**src/rtl/ula_pkg.sv**
```systemverilog
// Shared constants, state type and helpers for the 4-bit ALU arithmetic unit.
package ula_pkg;

    localparam int OP_W     = 4;
    localparam int PROD_W   = 8;
    localparam int MUL_ITER = 4;

    typedef enum logic [1:0] {
        IDLE = 2'd0,
        CALC = 2'd1,
        DONE = 2'd2
    } state_t;

    // Two's-complement magnitude; -8 maps to 4'b1000, read as unsigned 8.
    function automatic logic [OP_W-1:0] magnitude(input logic [OP_W-1:0] v);
        logic [OP_W-1:0] r;
        r = v[OP_W-1] ? (~v + {{(OP_W-1){1'b0}}, 1'b1}) : v;
        return r;
    endfunction

endpackage

```
**src/rtl/somador_subtrator_4bits.sv**
```systemverilog
// 4-bit adder/subtractor: sub = 0 gives a + b, sub = 1 gives a - b; carry is the 5th sum bit.
module somador_subtrator_4bits
    import ula_pkg::*;
(
    input  logic [OP_W-1:0] a,
    input  logic [OP_W-1:0] b,
    input  logic            sub,
    output logic [OP_W-1:0] soma,
    output logic            carry
);

    logic [OP_W-1:0] b_eff;

    assign b_eff = b ^ {OP_W{sub}};
    assign {carry, soma} = {1'b0, a} + {1'b0, b_eff} + {{OP_W{1'b0}}, sub};

endmodule

```
**src/rtl/multiplicador_4bits.sv**
```systemverilog
// Sequential 4-bit shift-and-add multiplier: four iterations per product, one-cycle done pulse.
// Optional signed operation selected by defining MULT_SIGNED_EN.
//
// state | meaning
// IDLE  | waiting for start
// CALC  | one add/shift iteration per clock, four in total
// DONE  | produto just written; start here chains the next operation
module multiplicador_4bits
    import ula_pkg::*;
(
    input  logic              clk,
    input  logic              rst,
    input  logic              start,
    input  logic [OP_W-1:0]   multiplicando,
    input  logic [OP_W-1:0]   multiplicador,
    output logic [PROD_W-1:0] produto,
    output logic              busy,
    output logic              done
);

    state_t state, state_next;

    logic [PROD_W-1:0] p_reg;
    logic [PROD_W-1:0] p_next;
    logic [PROD_W-1:0] result;
    logic [OP_W-1:0]   a_reg;
    logic [OP_W-1:0]   op_a;
    logic [OP_W-1:0]   op_b;
    logic [OP_W-1:0]   soma;
    logic              carry;
    logic [1:0]        cnt;
    logic              accept;
    logic              last_iter;

    assign accept    = start && ((state == IDLE) || (state == DONE));
    assign last_iter = (state == CALC) && (cnt == 2'(MUL_ITER - 1));

    somador_subtrator_4bits u_somador (
        .a     (p_reg[PROD_W-1:OP_W]),
        .b     (a_reg),
        .sub   (1'b0),
        .soma  (soma),
        .carry (carry)
    );

    assign p_next = p_reg[0] ? {carry, soma, p_reg[OP_W-1:1]}
                             : {1'b0, p_reg[PROD_W-1:1]};

`ifdef MULT_SIGNED_EN
    logic neg_reg;

    assign op_a   = magnitude(multiplicando);
    assign op_b   = magnitude(multiplicador);
    assign result = neg_reg ? (~p_next + {{(PROD_W-1){1'b0}}, 1'b1}) : p_next;

    always_ff @(posedge clk or negedge rst) begin
        if (!rst)
            neg_reg <= 1'b0;
        else if (accept)
            neg_reg <= multiplicando[OP_W-1] ^ multiplicador[OP_W-1];
    end
`else
    assign op_a   = multiplicando;
    assign op_b   = multiplicador;
    assign result = p_next;
`endif

    always_ff @(posedge clk or negedge rst) begin
        if (!rst) begin
            p_reg   <= '0;
            a_reg   <= '0;
            cnt     <= '0;
            produto <= '0;
        end else if (accept) begin
            a_reg <= op_a;
            p_reg <= {{OP_W{1'b0}}, op_b};
            cnt   <= '0;
        end else if (state == CALC) begin
            p_reg <= p_next;
            cnt   <= cnt + 2'd1;
            if (last_iter)
                produto <= result;
        end
    end

    always_ff @(posedge clk or negedge rst) begin
        if (!rst)
            state <= IDLE;
        else
            state <= state_next;
    end

    always_comb begin
        state_next = state;
        case (state)
            IDLE:    if (start) state_next = CALC;
            CALC:    if (last_iter) state_next = DONE;
            DONE:    state_next = start ? CALC : IDLE;
            default: state_next = IDLE;
        endcase
    end

    always_comb begin
        busy = (state == CALC);
        done = (state == DONE);
    end

endmodule

```
**config.mk**
```make
export PLATFORM = sky130hd
export DESIGN_NAME = multiplicador_4bits
export DESIGN_NICKNAME = d
export VERILOG_FILES = /design/src/rtl/ula_pkg.sv /design/src/rtl/somador_subtrator_4bits.sv /design/src/rtl/multiplicador_4bits.sv
export SDC_FILE = /design/constraint.sdc
export NUM_CORES = 1
export LEC_CHECK = 0
export BUFFER_PORTS_ARGS = -buffer_cell sky130_fd_sc_hd__buf_2
export CAP_MARGIN = 20
export CORE_ASPECT_RATIO = 0.7
export CORE_MARGIN = 1.5
export CORE_UTILIZATION = 30
export CTS_BUF_LIST = sky130_fd_sc_hd__clkbuf_4 sky130_fd_sc_hd__clkbuf_8 sky130_fd_sc_hd__clkbuf_16
export CTS_CLUSTER_SIZE = 16
export DETAILED_ROUTE_END_ITERATION = 10
export SKIP_LAST_GASP = 1
export SYNTH_ARGS = -nofsm -noshare
export SYNTH_HDL_FRONTEND = slang
export SYNTH_SLANG_ARGS = --single-unit
export TNS_END_PERCENT = 100
```
**constraint.sdc**
```tcl
create_clock -name clk -period 1.9 [get_ports clk]
set_input_delay 0.38 -clock clk [delete_from_list [all_inputs] [get_ports clk]]
set_output_delay 0.38 -clock clk [all_outputs]
set_load 0.01 [all_outputs]
```
==> results of run 1 <==
## power by group
group / internal (mW) / leakage (nW) / total (mW) / switching (mW)
clock: 0.142 / 0.0216 / 0.298 / 0.157
combinational: 0.482 / 0.369 / 1.02 / 0.534
sequential: 0.746 / 0.295 / 0.986 / 0.240
total: 1.37 / 0.686 / 2.30 / 0.931
## area by class of cell
cell class / count / area [um^2]
timing repair buffer: 21 / 107.6
clock buffer: 3 / 41.29
multi-input combinational: 84 / 554.3
inverter: 2 / 12.51
tap: 52 / 65.06
sequential: 24 / 600.6
fill: 395 / 2494
## metal layers
layer / GRT usage, % / wire length [um] / up-vias
met3: 5.574 / 197 / 2
met4: 1.531 / 10 / 0
met5: 0 / 0 / -
met2: 16.75 / 984 / 36
met1: 17.05 / 1241 / 406
li1: - / - / 434
## cell families (layout without fill, tap and decap cells)
group           count (synthesis)  after routing  synth area share, %
compound gates                 24             24                11.75
simple gates                   43             43                17.57
flops                          24             24                49.90
mux                            10             10                9.147
buf+inv                         7             26                4.053
fa+ha+maj                       6              6                6.861
xor+xnor                        1              1               0.7278
## worst max-delay path by stage
stage	to	start
after floorplan	produto[7]	p_reg[4]
final	produto[7]	p_reg[4]
after detailed placement	p_reg[6]	p_reg[6]
after global placement	produto[7]	p_reg[4]
after global routing	p_reg[4]	p_reg[4]
after CTS	p_reg[6]	p_reg[6]
## Yosys cell counts
cell	count
nand2b_1	1
buf_2	2
or3_1	1
nand2b_4	1
dfrtp_1	24
nand3_1	5
xnor2_1	1
nor2b_1	5
buf_6	2
o21ai_0	11
clkbuf_1	1
nand2_4	1
o211ai_1	1
inv_1	1
nand2_1	25
nor2_1	1
mux2_2	4
mux2i_1	5
ha_1	5
inv_6	1
and2b_1	1
a31oi_1	1
a22o_1	2
a211oi_1	3
mux2_4	1
fa_1	1
a21oi_1	5
and3_1	2
a21o_1	1
==> results.toml, run 1 <==
[outcome]
status = "completed"

[power]
p_leak_nw = 0.6856
irDropWorstVdd_uv = 623.5
cellPowerDensity_nw_per_um2 = 1666
finalPower_mw = 2.301

[timing]
grt_setup_unrepaired = "false"
setup_viol = 0
tns_ns = 0
worst_pin_slew_ns = 0.5333
fin_crit_ns = 1.737
fmax_mhz = 575.6
slew_headroom_pct = 64.45
finalClockSkew_ns = 0.006848
setup_slack_ns = 0.1626
hold_slack_ns = 0.08202
report.final.slew_viol_count = 0
period_share_pct = 91.44
final-hold-violation-count = 0

[layout]
antenna_cells = 0
stdcell_area_um2 = 1381
final_common_cell = "nand2_1"
area_growth_pct = 14.76
finalNetCount = 153
drive_above_1_share_pct = 23.88
final_core_util_pct = 35.65
final_cell_mix = "25 x nand2_1, 24 x dfrtp_1, 20 x buf_2, 11 x o21ai_0"
fin_cells = 186

[drt]
drtIter0Drc = 30
postRouteAntennaNets = 0
drt-total-wl_mm = 2.434
vias = 878
drc = 0
drt_first_pass_iters = 6
vias_per_cell = 4.720
wire_per_inst_um = 13.09

[global_route]
antenna_found_initial = 0
grt_util_all_layers_pct = 11.90
grt_max_degree = 25
grt_pass1_vias = 843
grt-ovfl-total = 0
grt_pass1_wl_mm = 4.050

[clocking]
path_clk_slew_ns = 0.08
clockBufferDepth = 2
worst_skew_pair.late_latency_ns = 0.27
htree_levels = 1
hold_buffers = 0
cts_tree = "done"
numCtsBuffers = 3
cts_sinks = 24
clockRootBuffer = "clkbuf_8"
cts_resized = 0
cts_setup_buffers = 0

[setup_path]
crit_buf_inv = 0
cp.arrival_ns = 1.89
path_class = "register to register"
r2r-start = "p_reg[4]"
path_depth = 5
cp_cell_sequence = "ha_1 > fa_1 > a21oi_1 > o21ai_0 > mux2_4"
max_stage_delay_ns = 0.42
r2r_slack_ns = 0.16
end_kind = "register"
required_ns = 2.05
r2r_end = "produto[7]"
rr_worst_depth = 5
start_kind = "register"
crit_slowest_cell = "dfrtp_1"
path_max_fanout = 4
crit_family = "adder cells"

[place]
place_hpwl_mm = 1.788
place.port_buffers = 20
place_congestion = 0.7864
place_area_um2 = 1340
dp_slack_ns = 0.1888
place_inst = 183

[synthesis]
yosysTopAreaCell = "dfrtp_1"
netlist_area_um2 = 1204
synth_area_per_cell_um2 = 10.47
synth_top_area_share_pct = 49.90
ys_warn_count = 0
syn_inst = 115
synth-seq-area-share_pct = 49.90
ys_ff_latch = 24
synth.distinct_cells = 29
syn_nets = 132
synth.top_cells.by_area = "dfrtp_1 50%, nand2_1 7.8%, ha_1 5.2%"

[run]
max_cap_violations = 0

[die]
coreArea_um2 = 3875
dieArea_um2 = 4407
dieHeight_um = 56.00
io_pins = 21
die_w_um = 78.71
rows = 19
start_util_pct = 31.06

[min_path]
hold_class = "input pin to asynchronous set/reset pin"
(Power assumes the default switching activity.)
==> inputs of run 2 (changes only) <==
==> constraint.sdc (replaced) <==
create_clock -name clk -period 1.9 [get_ports clk]
set_input_delay 0.57 -clock clk [delete_from_list [all_inputs] [get_ports clk]]
set_output_delay 0.57 -clock clk [all_outputs]
set_load 0.01 [all_outputs]
==> results.toml, run 2 (synthesized netlist as in run 1, its figures left out) <==
[setup_path]
setup.worst_path.end = "produto[7]"
max_stage_delay_ns = 0.42
rr_worst_depth = 5
required_ns = 2.05
start_kind = "register"
crit_slowest_cell = "dfrtp_1"
path_depth = 5
r2r_end = "produto[7]"
crit_start = "p_reg[4]"
cp.arrival_ns = 1.92
r2r-start = "p_reg[4]"
path_max_fanout = 4
r2r_slack_ns = 0.14
end_kind = "register"
cp_cell_sequence = "ha_1 > fa_1 > a21oi_1 > o21ai_0 > mux2_4"
crit_buf_inv = 0
path_class = "register to register"
crit_family = "adder cells"

[power]
irDropWorstVdd_uv = 686.7
p_sw_share_pct = 39.49
p_leak_nw = 0.6975
cellPowerDensity_nw_per_um2 = 1682
p_clk_share_pct = 14.4
combPwrFrac_pct = 44.8
finalPower_mw = 2.359
p_int_mw = 1.428
switching_power_uw = 931.7
seqPwrFrac_pct = 40.8

[timing]
final-hold-violation-count = 0
tns_ns = 0
period_share_pct = 92.68
fmax_mhz = 567.9
setup_viol = 0
worst_pin_slew_ns = 0.5448
grt_setup_unrepaired = "false"
report.final.slew_viol_count = 0
fin_crit_ns = 1.761
slew_headroom_pct = 63.68
finalClockSkew_ns = 0.001228
hold_slack_ns = 0.2815
setup_slack_ns = 0.1391

[layout]
finalNetCount = 154
antenna_cells = 0
final_common_cell = "nand2_1"
drive_above_1_share_pct = 25.00
area_growth_pct = 16.53
final_cell_mix = "25 x nand2_1, 24 x dfrtp_1, 20 x buf_2, 11 x o21ai_0"

[die]
die_w_um = 78.71
coreArea_um2 = 3875
io_pins = 21
dieHeight_um = 56.00
start_util_pct = 31.06
rows = 19
dieArea_um2 = 4407

[place]
place_hpwl_mm = 1.877
dp_slack_ns = 0.1598
place_congestion = 0.8002
place.port_buffers = 20

[clocking]
hold_buffers = 0
worst_skew_pair.late_latency_ns = 0.26
clockBufferDepth = 2
cts_setup_buffers = 0
path_clk_slew_ns = 0.08
htree_levels = 1
cts_sinks = 24
numCtsBuffers = 3
cts_tree = "done"
cts_resized = 0
clockRootBuffer = "clkbuf_8"

[drt]
vias = 868
drt-total-wl_mm = 2.417
drc = 0
wire_per_inst_um = 12.86
drtIter0Drc = 38
drt_first_pass_iters = 4
vias_per_cell = 4.617
postRouteAntennaNets = 0

[global_route]
grt_pass1_vias = 866
antenna_found_initial = 0
grt-ovfl-total = 0
grt_pass1_wl_mm = 4.326
grt_util_all_layers_pct = 12.82
grt_max_degree = 25

[min_path]
hold_class = "input pin to asynchronous set/reset pin"

[run]
max_cap_violations = 0

[outcome]
status = "completed"
[run 2: power groups by stage]
stage | Clock (mW) | Sequential, mW | Combinational (mW)
2_1_floorplan | 0 | 0.930 | 0.783
3_3_place_gp | 0 | 0.964 | 1.01
3_5_place_dp | 0 | 0.977 | 1.06
4_1_cts | 0.355 | 0.968 | 1.07
5_1_grt | 0.378 | 1.01 | 1.20
6_report | 0.340 | 0.962 | 1.06
[run 2: how the worst min path moves through the flow]
stage | cells past startpoint | from | endpoint | slack (ns)
floorplan | 0 | rst | a_reg[0] | 0.27
global placement | 2 | produto[5] | produto[5] | 0.46
detailed placement | 2 | produto[5] | produto[5] | 0.47
CTS | 1 | rst | cnt[0] | 0.30
global route | 1 | rst | cnt[0] | 0.32
finish | 1 | rst | cnt[0] | 0.28
[run 2: metal layers]
layer | vias up | GRT usage [%] | part of all wire (%)
met2 | 15 | 18.23 | 42
met3 | 2 | 4.426 | 4.5
li1 | 440 | - | -
met5 | - | 0 | 0
met4 | 0 | 2.296 | 0.41
met1 | 411 | 18.94 | 53
[run 2: through the flow]
step	std cells	area [um^2]	util, %
after global routing	188	1403	36.20
after global placement	184	1348	34.78
after CTS	188	1403	36.20
after detailed placement	184	1348	34.78
final	188	1403	36.20
after floorplan	115	1204	-
[run 2: layout make-up]
cell class / instances / area (um^2)
sequential: 24 / 600.6
multi-input combinational: 84 / 554.3
inverter: 2 / 12.51
fill: 394 / 2472
timing repair buffer: 22 / 115.1
clock buffer: 4 / 55.05
tap: 52 / 65.06
==> inputs of run 3 (changes only) <==
--- a/config.mk
+++ b/config.mk
@@ -6,10 +6,10 @@
 export NUM_CORES = 1
 export LEC_CHECK = 0
 export BUFFER_PORTS_ARGS = -buffer_cell sky130_fd_sc_hd__buf_2
-export CAP_MARGIN = 20
+export CAP_MARGIN = 30
 export CORE_ASPECT_RATIO = 0.7
 export CORE_MARGIN = 1.5
-export CORE_UTILIZATION = 30
+export CORE_UTILIZATION = 23
 export CTS_BUF_LIST = sky130_fd_sc_hd__clkbuf_4 sky130_fd_sc_hd__clkbuf_8 sky130_fd_sc_hd__clkbuf_16
 export CTS_CLUSTER_SIZE = 16
 export DETAILED_ROUTE_END_ITERATION = 10
==> results.toml, run 3 (synthesized netlist as in run 1, its figures left out) <==
[power]
seqPwrFrac_pct = 41.1
cellPowerDensity_nw_per_um2 = 1642
p_sw_share_pct = 39.01
switching_power_uw = 912.2
irDropWorstVdd_uv = 400.9
finalPower_mw = 2.339
p_int_mw = 1.426
combPwrFrac_pct = 44.2
p_clk_share_pct = 14.7
p_leak_nw = 0.6975

[drt]
vias_per_cell = 4.278
drtIter0Drc = 39
vias = 877
drc = 0
wire_per_inst_um = 11.46
drt-total-wl_mm = 2.350
drt_first_pass_iters = 5
postRouteAntennaNets = 0

[die]
coreArea_um2 = 4913
start_util_pct = 24.50
rows = 21
io_pins = 21
die_w_um = 89.47
dieHeight_um = 63.53
dieArea_um2 = 5683

[place]
place.port_buffers = 20
place_hpwl_mm = 1.785
place_inst = 201
place_congestion = 0.7977
dp_slack_ns = 0.1572

[setup_path]
start_kind = "register"
max_stage_delay_ns = 0.49
path_max_fanout = 9
crit_slowest_cell = "dfrtp_1"
crit_family = "flip-flops"
cp_cell_sequence = "buf_4 > nor2b_1 > buf_2"
cp.arrival_ns = 1.23
required_ns = 1.33
crit_buf_inv = 2
end_kind = "output pin"
path_class = "register to output pin"

[clocking]
worst_skew_pair.late_latency_ns = 0.26
htree_levels = 1
path_clk_slew_ns = 0.08
clockBufferDepth = 2
cts_sinks = 24
cts_setup_buffers = 0
cts_resized = 0
hold_buffers = 0
cts_tree = "done"
numCtsBuffers = 3
clockRootBuffer = "clkbuf_8"

[layout]
final_common_cell = "nand2_1"
finalNetCount = 154
fill_cells = 541
multiInputGateArea_um2 = 554.3
antenna_cells = 0
drive_above_1_share_pct = 25.00
area_growth_pct = 18.30
final_cell_mix = "25 x nand2_1, 24 x dfrtp_1, 20 x buf_2, 11 x o21ai_0"
fin_cells = 205
seq_area_um2 = 600.6

[global_route]
grt_pass1_vias = 851
grt_pass1_wl_mm = 3.995
grt_max_degree = 25
grt-ovfl-total = 0
grt_util_all_layers_pct = 9.362
antenna_found_initial = 0

[timing]
fmax_mhz = 554.1
worst_pin_slew_ns = 0.5315
hold_slack_ns = 0.2753
period_share_pct = 94.98
setup_viol = 0
slew_headroom_pct = 64.57
report.final.slew_viol_count = 0
final-hold-violation-count = 0
fin_crit_ns = 1.805
finalClockSkew_ns = 0.001540
tns_ns = 0
setup_slack_ns = 0.09536
grt_setup_unrepaired = "false"

[min_path]
hold_class = "input pin to asynchronous set/reset pin"

[run]
max_cap_violations = 0

[outcome]
status = "completed"
-- run 3: final timing paths --
kind	startpoint	to	slack (ns)	depth (start not counted)
max	state[0]	done	0.1	3
min reg2reg	produto[5]	produto[5]	0.48	2
min	rst	produto[2]	0.28	1
max in group asynchronous	rst	a_reg[2]	1.27	1
max reg2reg	p_reg[4]	p_reg[4]	0.13	5
min in group clk	produto[5]	produto[5]	0.48	2
-- run 3: layout make-up --
cell class                 instances  area share (%)
multi-input combinational         84           38.93
sequential                        24           42.18
clock buffer                       4           3.866
timing repair buffer              22           8.084
inverter                           2          0.8787
tap                               69           6.063
-- run 3: routing by layer --
| metal | share of wire, % | global-route usage (%) |
|---|---|---|
| met5 | 0 | 0 |
| met4 | 0.64 | 1.538 |
| met3 | 6.5 | 4.325 |
| met2 | 42 | 13.53 |
| met1 | 51 | 12.91 |
-- run 3: power by group through the flow --
stage | clock network, mW | logic [mW] | registers, mW
final | 0.343 | 1.03 | 0.961
after CTS | 0.356 | 1.05 | 0.964
after global routing | 0.379 | 1.18 | 1.00
after detailed placement | 0 | 1.04 | 0.972
after floorplan | 0 | 0.783 | 0.930
after global placement | 0 | 1.02 | 0.974
-- run 3: per-stage QoR --
stage          area (um^2)  utilization (%)
4_1_cts               1424            28.98
2_1_floorplan         1204                -
3_3_place_gp          1369            27.86
5_1_grt               1424            28.98
6_report              1424            28.98
3_5_place_dp          1369            27.86
